### src/rtl/keypad_scan.sv
// keypad_scan: 4x4 hex keypad scanner with debounce, key-code FIFO and bus read-out.
// Optional auto-repeat of a single held key is enabled by defining KEYPAD_REPEAT_EN.
module keypad_scan #(
  parameter int unsigned CNT_BITS     = 16,
  parameter int unsigned DEBOUNCE     = 3,
  parameter int unsigned FIFO_LOG     = 2,
  parameter int unsigned REPEAT_DELAY = 32,
  parameter int unsigned REPEAT_RATE  = 8
) (
  input  logic        clk,
  input  logic        reset,
  input  logic        strobe,
  input  logic        rw,
  input  logic [31:0] addr,
  input  logic [31:0] d_in,
  output logic [31:0] d_out,
  output logic        ack,
  output logic [3:0]  row,
  input  logic [3:0]  col,
  output logic        irq
);

  localparam int unsigned Depth = 2 ** FIFO_LOG;
  localparam logic [FIFO_LOG:0] FullCount = {1'b1, {FIFO_LOG{1'b0}}};

  function automatic logic [3:0] lowest_idx(input logic [15:0] v);
    logic [3:0] idx;
    idx = '0;
    for (int i = 15; i >= 0; i--) begin
      if (v[i]) idx = 4'(i);
    end
    return idx;
  endfunction

  logic [3:0]          col_meta_q, col_sync_q;
  logic [CNT_BITS-1:0] presc_q, presc_d;
  logic [1:0]          row_idx_q, row_idx_d;
  logic [3:0]          row_q, row_d;
  logic [15:0]         raw_q, raw_d, snap_q, snap_d, deb_q, deb_d;
  logic [3:0]          stable_q, stable_d;
  logic                wrap, scan_end, new_push;
  logic [3:0]          new_code;
  logic                push_req;
  logic [3:0]          push_code;

  logic [3:0]          mem_q [Depth];
  logic [FIFO_LOG-1:0] wr_ptr_q, wr_ptr_d, rd_ptr_q, rd_ptr_d;
  logic [FIFO_LOG:0]   count_q, count_d;
  logic                ovf_q, ovf_d, irq_en_q, irq_en_d, irq_q, irq_d, ack_q, ack_d;
  logic [31:0]         d_out_q, d_out_d;
  logic                rd_strobe, wr_strobe, pop, flush, full, fifo_we;
  logic [1:0]          sel;
  logic                unused_bits;

  assign unused_bits = ^{addr[31:2], d_in[31:17], d_in[15:9], d_in[7:0],
                         32'(REPEAT_DELAY), 32'(REPEAT_RATE)};

  // Two-flop column synchroniser; idle (pulled-up) level is all ones.
  always_ff @(posedge clk or negedge reset) begin
    if (!reset) begin
      col_meta_q <= 4'hF;
      col_sync_q <= 4'hF;
    end else begin
      col_meta_q <= col;
      col_sync_q <= col_meta_q;
    end
  end

  assign wrap     = &presc_q;
  assign scan_end = wrap && (row_idx_q == 2'd3);

  // Row scanning: capture pressed columns of the driven row on each prescaler wrap.
  always_comb begin
    presc_d   = presc_q + 1'b1;
    row_idx_d = row_idx_q;
    raw_d     = raw_q;
    if (wrap) begin
      raw_d[{row_idx_q, 2'b00} +: 4] = ~col_sync_q;
      row_idx_d                      = row_idx_q + 2'd1;
    end
    row_d = ~(4'b0001 << row_idx_d);
  end

  // Debounce at each full-scan boundary; a press is queued once stability first hits DEBOUNCE.
  always_comb begin
    snap_d   = snap_q;
    stable_d = stable_q;
    deb_d    = deb_q;
    new_push = 1'b0;
    new_code = lowest_idx(raw_d & ~deb_q);
    if (scan_end) begin
      snap_d = raw_d;
      if (raw_d == snap_q) begin
        if (stable_q != 4'(DEBOUNCE)) begin
          stable_d = stable_q + 4'd1;
          if (stable_q == 4'(DEBOUNCE - 1)) begin
            deb_d    = raw_d;
            new_push = |(raw_d & ~deb_q);
          end
        end
      end else begin
        stable_d = '0;
      end
    end
  end

`ifdef KEYPAD_REPEAT_EN
  logic [15:0] rep_cnt_q, rep_cnt_d;
  logic        rep_push;

  // Auto-repeat: count scans while a single key stays debounced, re-push on schedule.
  always_comb begin
    rep_cnt_d = rep_cnt_q;
    rep_push  = 1'b0;
    if (scan_end) begin
      if ((deb_d != deb_q) || !$onehot(deb_q)) begin
        rep_cnt_d = '0;
      end else if (rep_cnt_q == 16'(REPEAT_DELAY - 1)) begin
        rep_push  = 1'b1;
        rep_cnt_d = 16'(REPEAT_DELAY - REPEAT_RATE);
      end else begin
        rep_cnt_d = rep_cnt_q + 16'd1;
      end
    end
  end

  // Repeat scan counter register.
  always_ff @(posedge clk or negedge reset) begin
    if (!reset) rep_cnt_q <= '0;
    else        rep_cnt_q <= rep_cnt_d;
  end

  assign push_req  = new_push | rep_push;
  assign push_code = new_push ? new_code : lowest_idx(deb_q);
`else
  assign push_req  = new_push;
  assign push_code = new_code;
`endif

  assign rd_strobe = strobe && !rw;
  assign wr_strobe = strobe && rw;
  assign sel       = addr[1:0];
  assign pop       = rd_strobe && (sel == 2'd0) && (count_q != '0);
  assign flush     = wr_strobe && (sel == 2'd0);
  assign full      = (count_q == FullCount);

  // FIFO bookkeeping, control register writes and registered read data.
  always_comb begin
    wr_ptr_d = wr_ptr_q;
    rd_ptr_d = rd_ptr_q;
    count_d  = count_q;
    ovf_d    = ovf_q;
    irq_en_d = irq_en_q;
    fifo_we  = 1'b0;
    d_out_d  = d_out_q;
    if (flush) begin
      wr_ptr_d = '0;
      rd_ptr_d = '0;
      count_d  = '0;
    end else begin
      // A pop frees a slot in the same cycle, so a full FIFO still accepts the push.
      fifo_we = push_req && (!full || pop);
      if (pop)     rd_ptr_d = rd_ptr_q + 1'b1;
      if (fifo_we) wr_ptr_d = wr_ptr_q + 1'b1;
      if (fifo_we && !pop)      count_d = count_q + 1'b1;
      else if (!fifo_we && pop) count_d = count_q - 1'b1;
    end
    if (wr_strobe && (sel == 2'd1)) begin
      if (d_in[8]) ovf_d = 1'b0;
      irq_en_d = d_in[16];
    end
    // New overflow wins over a same-cycle clear.
    if (!flush && push_req && full && !pop) ovf_d = 1'b1;
    if (rd_strobe) begin
      unique case (sel)
        2'd0:    d_out_d = (count_q != '0) ? {1'b1, 27'b0, mem_q[rd_ptr_q]} : 32'd0;
        2'd1:    d_out_d = {15'b0, irq_en_q, 7'b0, ovf_q, 5'b0, 3'(count_q)};
        2'd2:    d_out_d = {16'b0, deb_q};
        default: d_out_d = 32'd0;
      endcase
    end
  end

  assign ack_d = strobe;
  assign irq_d = irq_en_q && (count_q != '0);

  // State registers.
  always_ff @(posedge clk or negedge reset) begin
    if (!reset) begin
      presc_q   <= '0;
      row_idx_q <= '0;
      row_q     <= 4'b1110;
      raw_q     <= '0;
      snap_q    <= '0;
      deb_q     <= '0;
      stable_q  <= '0;
      wr_ptr_q  <= '0;
      rd_ptr_q  <= '0;
      count_q   <= '0;
      ovf_q     <= 1'b0;
      irq_en_q  <= 1'b0;
      irq_q     <= 1'b0;
      ack_q     <= 1'b0;
      d_out_q   <= '0;
    end else begin
      presc_q   <= presc_d;
      row_idx_q <= row_idx_d;
      row_q     <= row_d;
      raw_q     <= raw_d;
      snap_q    <= snap_d;
      deb_q     <= deb_d;
      stable_q  <= stable_d;
      wr_ptr_q  <= wr_ptr_d;
      rd_ptr_q  <= rd_ptr_d;
      count_q   <= count_d;
      ovf_q     <= ovf_d;
      irq_en_q  <= irq_en_d;
      irq_q     <= irq_d;
      ack_q     <= ack_d;
      d_out_q   <= d_out_d;
    end
  end

  // FIFO storage; contents are don't-care while empty, so no reset.
  always_ff @(posedge clk) begin
    if (fifo_we) mem_q[wr_ptr_q] <= push_code;
  end

  assign d_out = d_out_q;
  assign ack   = ack_q;
  assign row   = row_q;
  assign irq   = irq_q;

endmodule

### config.mk
export PLATFORM = sky130hd
export DESIGN_NAME = keypad_scan
export DESIGN_NICKNAME = d
export VERILOG_FILES = /design/src/rtl/keypad_scan.sv
export SDC_FILE = /design/constraint.sdc
export NUM_CORES = 1
export LEC_CHECK = 0
export ABC_AREA = 1
export CORE_MARGIN = 2
export CORE_UTILIZATION = 50
export DETAILED_ROUTE_END_ITERATION = 6
export PLACE_DENSITY = 0.73
export SKIP_CTS_REPAIR_TIMING = 1
export SYNTH_ARGS = -nofsm -noshare
export SYNTH_HDL_FRONTEND = slang
export SYNTH_SLANG_ARGS = --single-unit
### constraint.sdc
create_clock -name clk -period 4.53 [get_ports clk]
set_input_delay 0.453 -clock clk [delete_from_list [all_inputs] [get_ports clk]]
set_output_delay 0.453 -clock clk [all_outputs]
set_load 0.005 [all_outputs]
### Word level (Yosys, flattened, before mapping)

Memories as Yosys holds them, arrays and structs flattened.
Index checks and enable logic that the tools add are counted.

* logic and storage cells: 113
* flip-flop bits (word level): 125
* memories: 1
* RAM bits: 16
* output and inout port bits: 38

Memories
* mem_q: words 4, width 4, read ports 1, clocked after Yosys merged registers in 0, write ports 1, RTL line 46 `logic [3:0] mem_q [Depth];`

* bitwise operators: 4
* equal/unequal tests: 8
* muxes and demuxes: 40
* shifts and indexed selects: 3
* reductions and logical operators: 32
* $add $sub $neg: 8

Operator list (number)
* $pmux 32 s3: 1
* $mux 4: 18
* $mux 32: 1
* $add 16x1->16 const B: 1
* $and 16x16->16: 1
* $bwmux 16: 1
* $eq 16x16->1: 1
* $mux 16: 1
* $not 16->16: 1
* $reduce_and 16->1: 1
* $reduce_or 16->1: 1
* $shift 4x6->16 const A: 1
* $shiftx 4x6->16: 1
* $logic_and 1x1->1: 14
* $mux 1: 10
* $mux 2: 5
* $mux 3: 3
* $not 4->4: 2
* $reduce_bool 2->1: 4
* $add 2x1->2 const B: 3
* $neg 4->6: 1
* $reduce_bool 3->1: 2
* $logic_not 1->1: 5
* $add 4x1->4 const B: 1
* other kinds (13): 15

### Longest topological paths before layout

* word-level depth: 21
* mapped depth: 28

### Worst setup path before layout

OpenSTA, ideal clock, no wires.

* path kind: register to register
* start point: reg row_idx_q[0]
* end point: reg count_q[2]
* period minus slack after synthesis: 3058 ps
* stages on the path, launching flop included: 25
* slack: 1472 ps
* library setup time: 117 ps
* data arrival time: 2941 ps
* cell sequence: dfrtp_1 > inv_1 > ha_1 > nand2_1 > o22ai_1 > nor2_4 > nor2_1 > nand2_1 > nand2_1 > nor2_1 > nand2_1 > nor2_4 > nand2_2 > inv_2 > nand2_2 > nor3_2 > nand2_1 > nor2_1 > fa_1 > xnor2_1 > inv_1 > nand2_1 > nand2_1 > nand2_1 > nand2_1

* longest elaborated chain between the ends: 14

RTL lines
* from (decl): RTL line 37 `logic [1:0] row_idx_q, row_idx_d;`
* from (signal assigned): RTL line 207 `row_idx_q <= row_idx_d;`
* $neg 4->6 *: RTL line 78 `raw_d[{row_idx_q, 2'b00} +: 4] = ~col_sync_q;`
* $shiftx 4x6->16 / $shift 4x6->16 (equally long branches): RTL line 78
* $bwmux 16 *: RTL line 78
* $mux 16 *: RTL line 77 `if (wrap) begin`
* via raw_d[5]: RTL line 39 `logic [15:0] raw_q, raw_d, snap_q, snap_d, deb_q, deb_d;`
* $and 16x16->16: RTL line 98 `new_push = |(raw_d & ~deb_q);`
* $reduce_or 16->1: RTL line 98
* $mux 1: RTL line 96 `if (stable_q == 4'(DEBOUNCE - 1)) begin`
* $mux 1: RTL line 94 `if (stable_q != 4'(DEBOUNCE)) begin`
* $mux 1 *: RTL line 93 `if (raw_d == snap_q) begin`
* $mux 1 *: RTL line 91 `if (scan_end) begin`
* $logic_and 1x1->1 *: RTL line 162 `fifo_we = push_req && (!full || pop);`
* $logic_and 1x1->1 / $logic_not 1->1 (equally long branches): RTL line 165, 166
* $mux 3 / $logic_and 1x1->1 (equally long branches): RTL line 165, 166
* $mux 3 / $reduce_bool 3->1 (equally long branches)
* to (signal assigned): RTL line 215 `count_q <= count_d;`
* to (decl): RTL line 48 `logic [FIFO_LOG:0] count_q, count_d;`

The timed path passes the listed nets; every way through them passes the cells marked *.
A chain may end at the register's enable or synchronous reset.

### Final worst setup path

* start point: reg presc_q[0]
* end point: reg count_q[2]

* longest elaborated chain between the ends: 12

RTL lines
* from (decl): RTL line 36 `logic [CNT_BITS-1:0] presc_q, presc_d;`
* from (signal assigned): RTL line 206 `presc_q <= presc_d;`
* $reduce_and 16->1 *: RTL line 69 `assign wrap = &presc_q;`
* $mux 16 *: RTL line 77
* via raw_d[5]: RTL line 39
* $and 16x16->16: RTL line 98
* $reduce_or 16->1: RTL line 98
* $mux 1: RTL line 96
* $mux 1: RTL line 94
* $mux 1 *: RTL line 93
* $mux 1 *: RTL line 91
* $logic_and 1x1->1 *: RTL line 162
* $logic_and 1x1->1 / $logic_not 1->1 (equally long branches): RTL line 165, 166
* $mux 3 / $logic_and 1x1->1 (equally long branches): RTL line 165, 166
* $mux 3 / $reduce_bool 3->1 (equally long branches)

Marked as above.

==> results.tsv <==
stage	metric	value	unit
routing	wire length per cell after detailed routing	13.0	µm
clocking	Clock transition at path regs	60	ps
yosys	compound-cell area share of the yosys netlist	0.100	
place	Routability Congestion	0.810	
floorplanning	overall die height	116	µm
yosys	synthesized-area fraction occupied by and/or/nand/nor cells	0.225	
clocking	number of CTS-inserted buffers	17	
yosys	Mapped Cells	731	
power_and_ir_drop	IR drop worst, VDD	0.254	mV
power_and_ir_drop	switching part of the total power	0.254	
sta	number of pins exceeding their max-slew limit in the final report	0	
global_routing	antenna violations before repair	0	
yosys	count of yosys warnings during synthesis	0	
routing	detailed-route via count	4733	
sta	worst slew margin relative to its limit	0.398	
yosys	parity-gate share of the synthesized area counting xor and xnor cells	0.0333	
finish	commonest cells after routing, fill and taps aside	nand2_1 (181), inv_1 (101), dfrtp_1 (100), nor2_1 (72), o21ai_0 (71)	
place	total placed cells including tap cells	927	
routing	Via-to-Cell Ratio	4.94	
clocking	root buf cell	clkbuf_16	
sta	measured slew at the worst slew-check pin	904	ps
routing	iteration count of the initial detailed-routing pass	7	
global_routing	overall fraction of global-route tracks in use	0.200	
critical_path	Worst Path Required	4840	ps
finish	ANT cells	0	
yosys	portion of the post-synthesis area used by sequential elements	0.519	
clocking	number of levels in the clock H-tree	4	
sta	clock skew	9.86	ps
global_routing	GR Overflow Total	0	
routing	detailed-route wire length	12400	µm
power_and_ir_drop	relative contribution of sequential cells to total power	0.432	
finish	relative area change from synthesis to final layout	16.6	%
critical_path	peak fanout along the critical path	24	
clocking	CTS tree	done	
yosys	Post-Syn Area per Cell	8.63	µm²
routing	initial detailed-routing violation count	423	
finish	leading cell type in the layout, fill and taps excluded	nand2_1	
floorplanning	die outline area	0.0135	mm²
global_routing	first-pass GRT wire length	20700	µm
place	Detail Placement HPWL	8820	µm
power_and_ir_drop	Cell Pwr Density	394	mW/mm²
sta	post-route clock period utilization	0.838	
floorplanning	I/O pins	110	
power_and_ir_drop	internal cell power	2.16	mW
yosys	largest family of logic cells by synthesized area	simple AND/OR/NAND/NOR gates	
clocking	clock latency on the worst-skew pair	430	ps
sta	Sum Neg Setup Slack	0	ps
global_routing	number of global-route vias before repair	4428	
run_status	result of the run	finished clean	
yosys	library cells used by synthesis	42	
yosys	combined area of all synthesized cells	0.00631	mm²
place	count of buffers from port buffering	35	
critical_path	Setup crit start kind	register	
floorplanning	Horiz. Die Dim	116	µm
global_routing	pin count of the biggest net entering global routing	75	
sta	final hold violations	0	
run	Maximum Capacitance Violations	0	
critical_path	category of the critical setup timing path	register to register	
power_and_ir_drop	power share of the combinational group	0.100	
clocking	CTS Sinks	127	
finish	Net count, final	859	
sta	maximum clock frequency	263	MHz
sta	Final setup viols	0	
critical_path	Critical Path End Type	register	
floorplanning	Core Region	0.0125	mm²
power_and_ir_drop	relative contribution of the clock network to total power	0.468	
finish	layout cell share with drive strength beyond 1	0.125	
routing	detailed-route DRC error count	0	
yosys	fraction of the mapped netlist area in adder cells	0.0270	
yosys	post-synthesis mux area share	0	
min_path	kind of path behind the tightest hold check	input pin to async pin	
sta	unrepaired setup endpoints after global routing	false	
floorplanning	number of rows created at floorplan	41	
yosys	number of flip-flops and latches in the synthesized netlist	127	
critical_path	Worst Path Arrival	4110	ps
floorplanning	effective utilization at floorplan	0.506	
sta	post-layout min period	3800	ps
routing	number of nets with antenna violations after routing	0	
finish	number of standard cells in the final layout excluding fillers	959	
power_and_ir_drop	net switching power	0.735	mW
power_and_ir_drop	leakage power	3.71	nW
clocking	buffer depth of the longest clock path	2	
cells in the mapped netlist (all sizes together):
library cell  number  area [µm²]
nor2              87         432
nor3b              1        7.51
o31ai              2        15.0
nand4              6        37.5
a221oi             1        8.76
nand3             15        85.1
clkbuf             9        33.8
ha                12         150
o21ai             78         405
a31oi              2        12.5
inv              112         420
a21oi             14        81.3
a22oi              5        37.5
edfxtp            16         480
dfstp             11         289
xnor2             10        87.6
nor3               4        25.0
nand3b             3        35.0
o211ai             1        7.51
o22ai             10        62.6
dfrtp            100        2500
or2                1        6.26
conb               1        3.75
fa                 1        20.0
xor2              14         123
nand2            196         788
clkinv             2        10.0
buf               17         139
sequential cells by signal, indices dropped and copies added, names as in the netlist:
signal,flops
d_out,18
deb_q,16
mem_q,16
presc_q,16
raw_q,16
snap_q,16
col_meta_q,4
col_sync_q,4
row,4
stable_q,4
count_q,3
rd_ptr_q,2
row_idx_q,2
wr_ptr_q,2
ack,1
irq,1
irq_en_q,1
ovf_q,1
metal layers:
metal	routed length [µm]	track usage	vias to the layer above
li1	-	-	2357
met1	5920	0.271	2217
met2	5590	0.302	141
met3	640	0.0488	18
met4	271	0.101	0
met5	0	0	-
worst max-delay path, cell delays in order (launching register included):
cell,delay [ps]
dfrtp_1,370
ha_1,190
nand2_1,100
nor2_4,160
nand2_4,110
nor2_8,340
inv_2,260
nor2_4,140
nor2_1,110
nand2_1,80
nand2_1,50
nor2_1,160
nand2_1,140
nor2_4,150
nand2_2,110
inv_2,90
nand2_2,80
nor3_2,180
nand2_1,90
nor2_1,120
fa_1,200
xnor2_1,140
inv_1,70
nand2_1,60
nand2_1,50
nand2_1,60
nand2_1,50
worst paths after layout:
check / cells after the start / start / slack (ps) / end
worst max register to register: 26 / presc_q[0]$_DFF_PN0_ / 730 / count_q[2]$_DFFE_PN0P_
worst min register to register: 0 / col_meta_q[1]$_DFF_PN1_ / 360 / col_sync_q[1]$_DFF_PN1_
max in group asynchronous: 2 / reset / 3320 / col_sync_q[1]$_DFF_PN1_
worst max-delay path: 26 / presc_q[0]$_DFF_PN0_ / 730 / count_q[2]$_DFFE_PN0P_
worst min-delay path: 1 / reset / 160 / d_out[4]$_DFFE_PN0P_
min in group clk: 0 / col_meta_q[1]$_DFF_PN1_ / 360 / col_sync_q[1]$_DFF_PN1_
final cells by class:
| class | instances | area [µm²] |
|---|---|---|
| Clock inverter | 12 | 136 |
| Fill cell | 1071 | 5110 |
| Clock buffer | 20 | 457 |
| Tap cell | 172 | 215 |
| Multi-Input combinational cell | 477 | 2480 |
| Inverter | 114 | 430 |
| Timing Repair Buffer | 37 | 363 |
| Sequential cell | 127 | 3270 |
stage by stage:
stage	util	power, mW	setup slack, ps	hold slack (ps)	cell area (µm²)
global route	0.590	3.02	307	269	7350
CTS	0.590	2.91	720	199	7350
floorplan	-	1.45	1470	157	6350
detailed placement	0.542	1.55	766	349	6760
finish	0.590	2.90	732	163	7350
global placement	0.542	1.54	877	347	6760
cell families after synthesis:
group | after synthesis
AO/OA/AOI/OAI | 113
XOR/XNOR | 24
adder cells (fa/ha/maj) | 13
buffers and inverters | 140
flip-flops | 127
other | 1
AND/OR/NAND/NOR | 313
power groups by stage:
stage | sequential (mW) | combinational, mW | clock (mW)
floorplan | 1.25 | 0.198 | 0
global placement | 1.27 | 0.275 | 0
detailed placement | 1.27 | 0.287 | 0
CTS | 1.25 | 0.290 | 1.37
global route | 1.26 | 0.338 | 1.42
finish | 1.25 | 0.290 | 1.35
No activity file was read; power rests on OpenSTA's default activity.
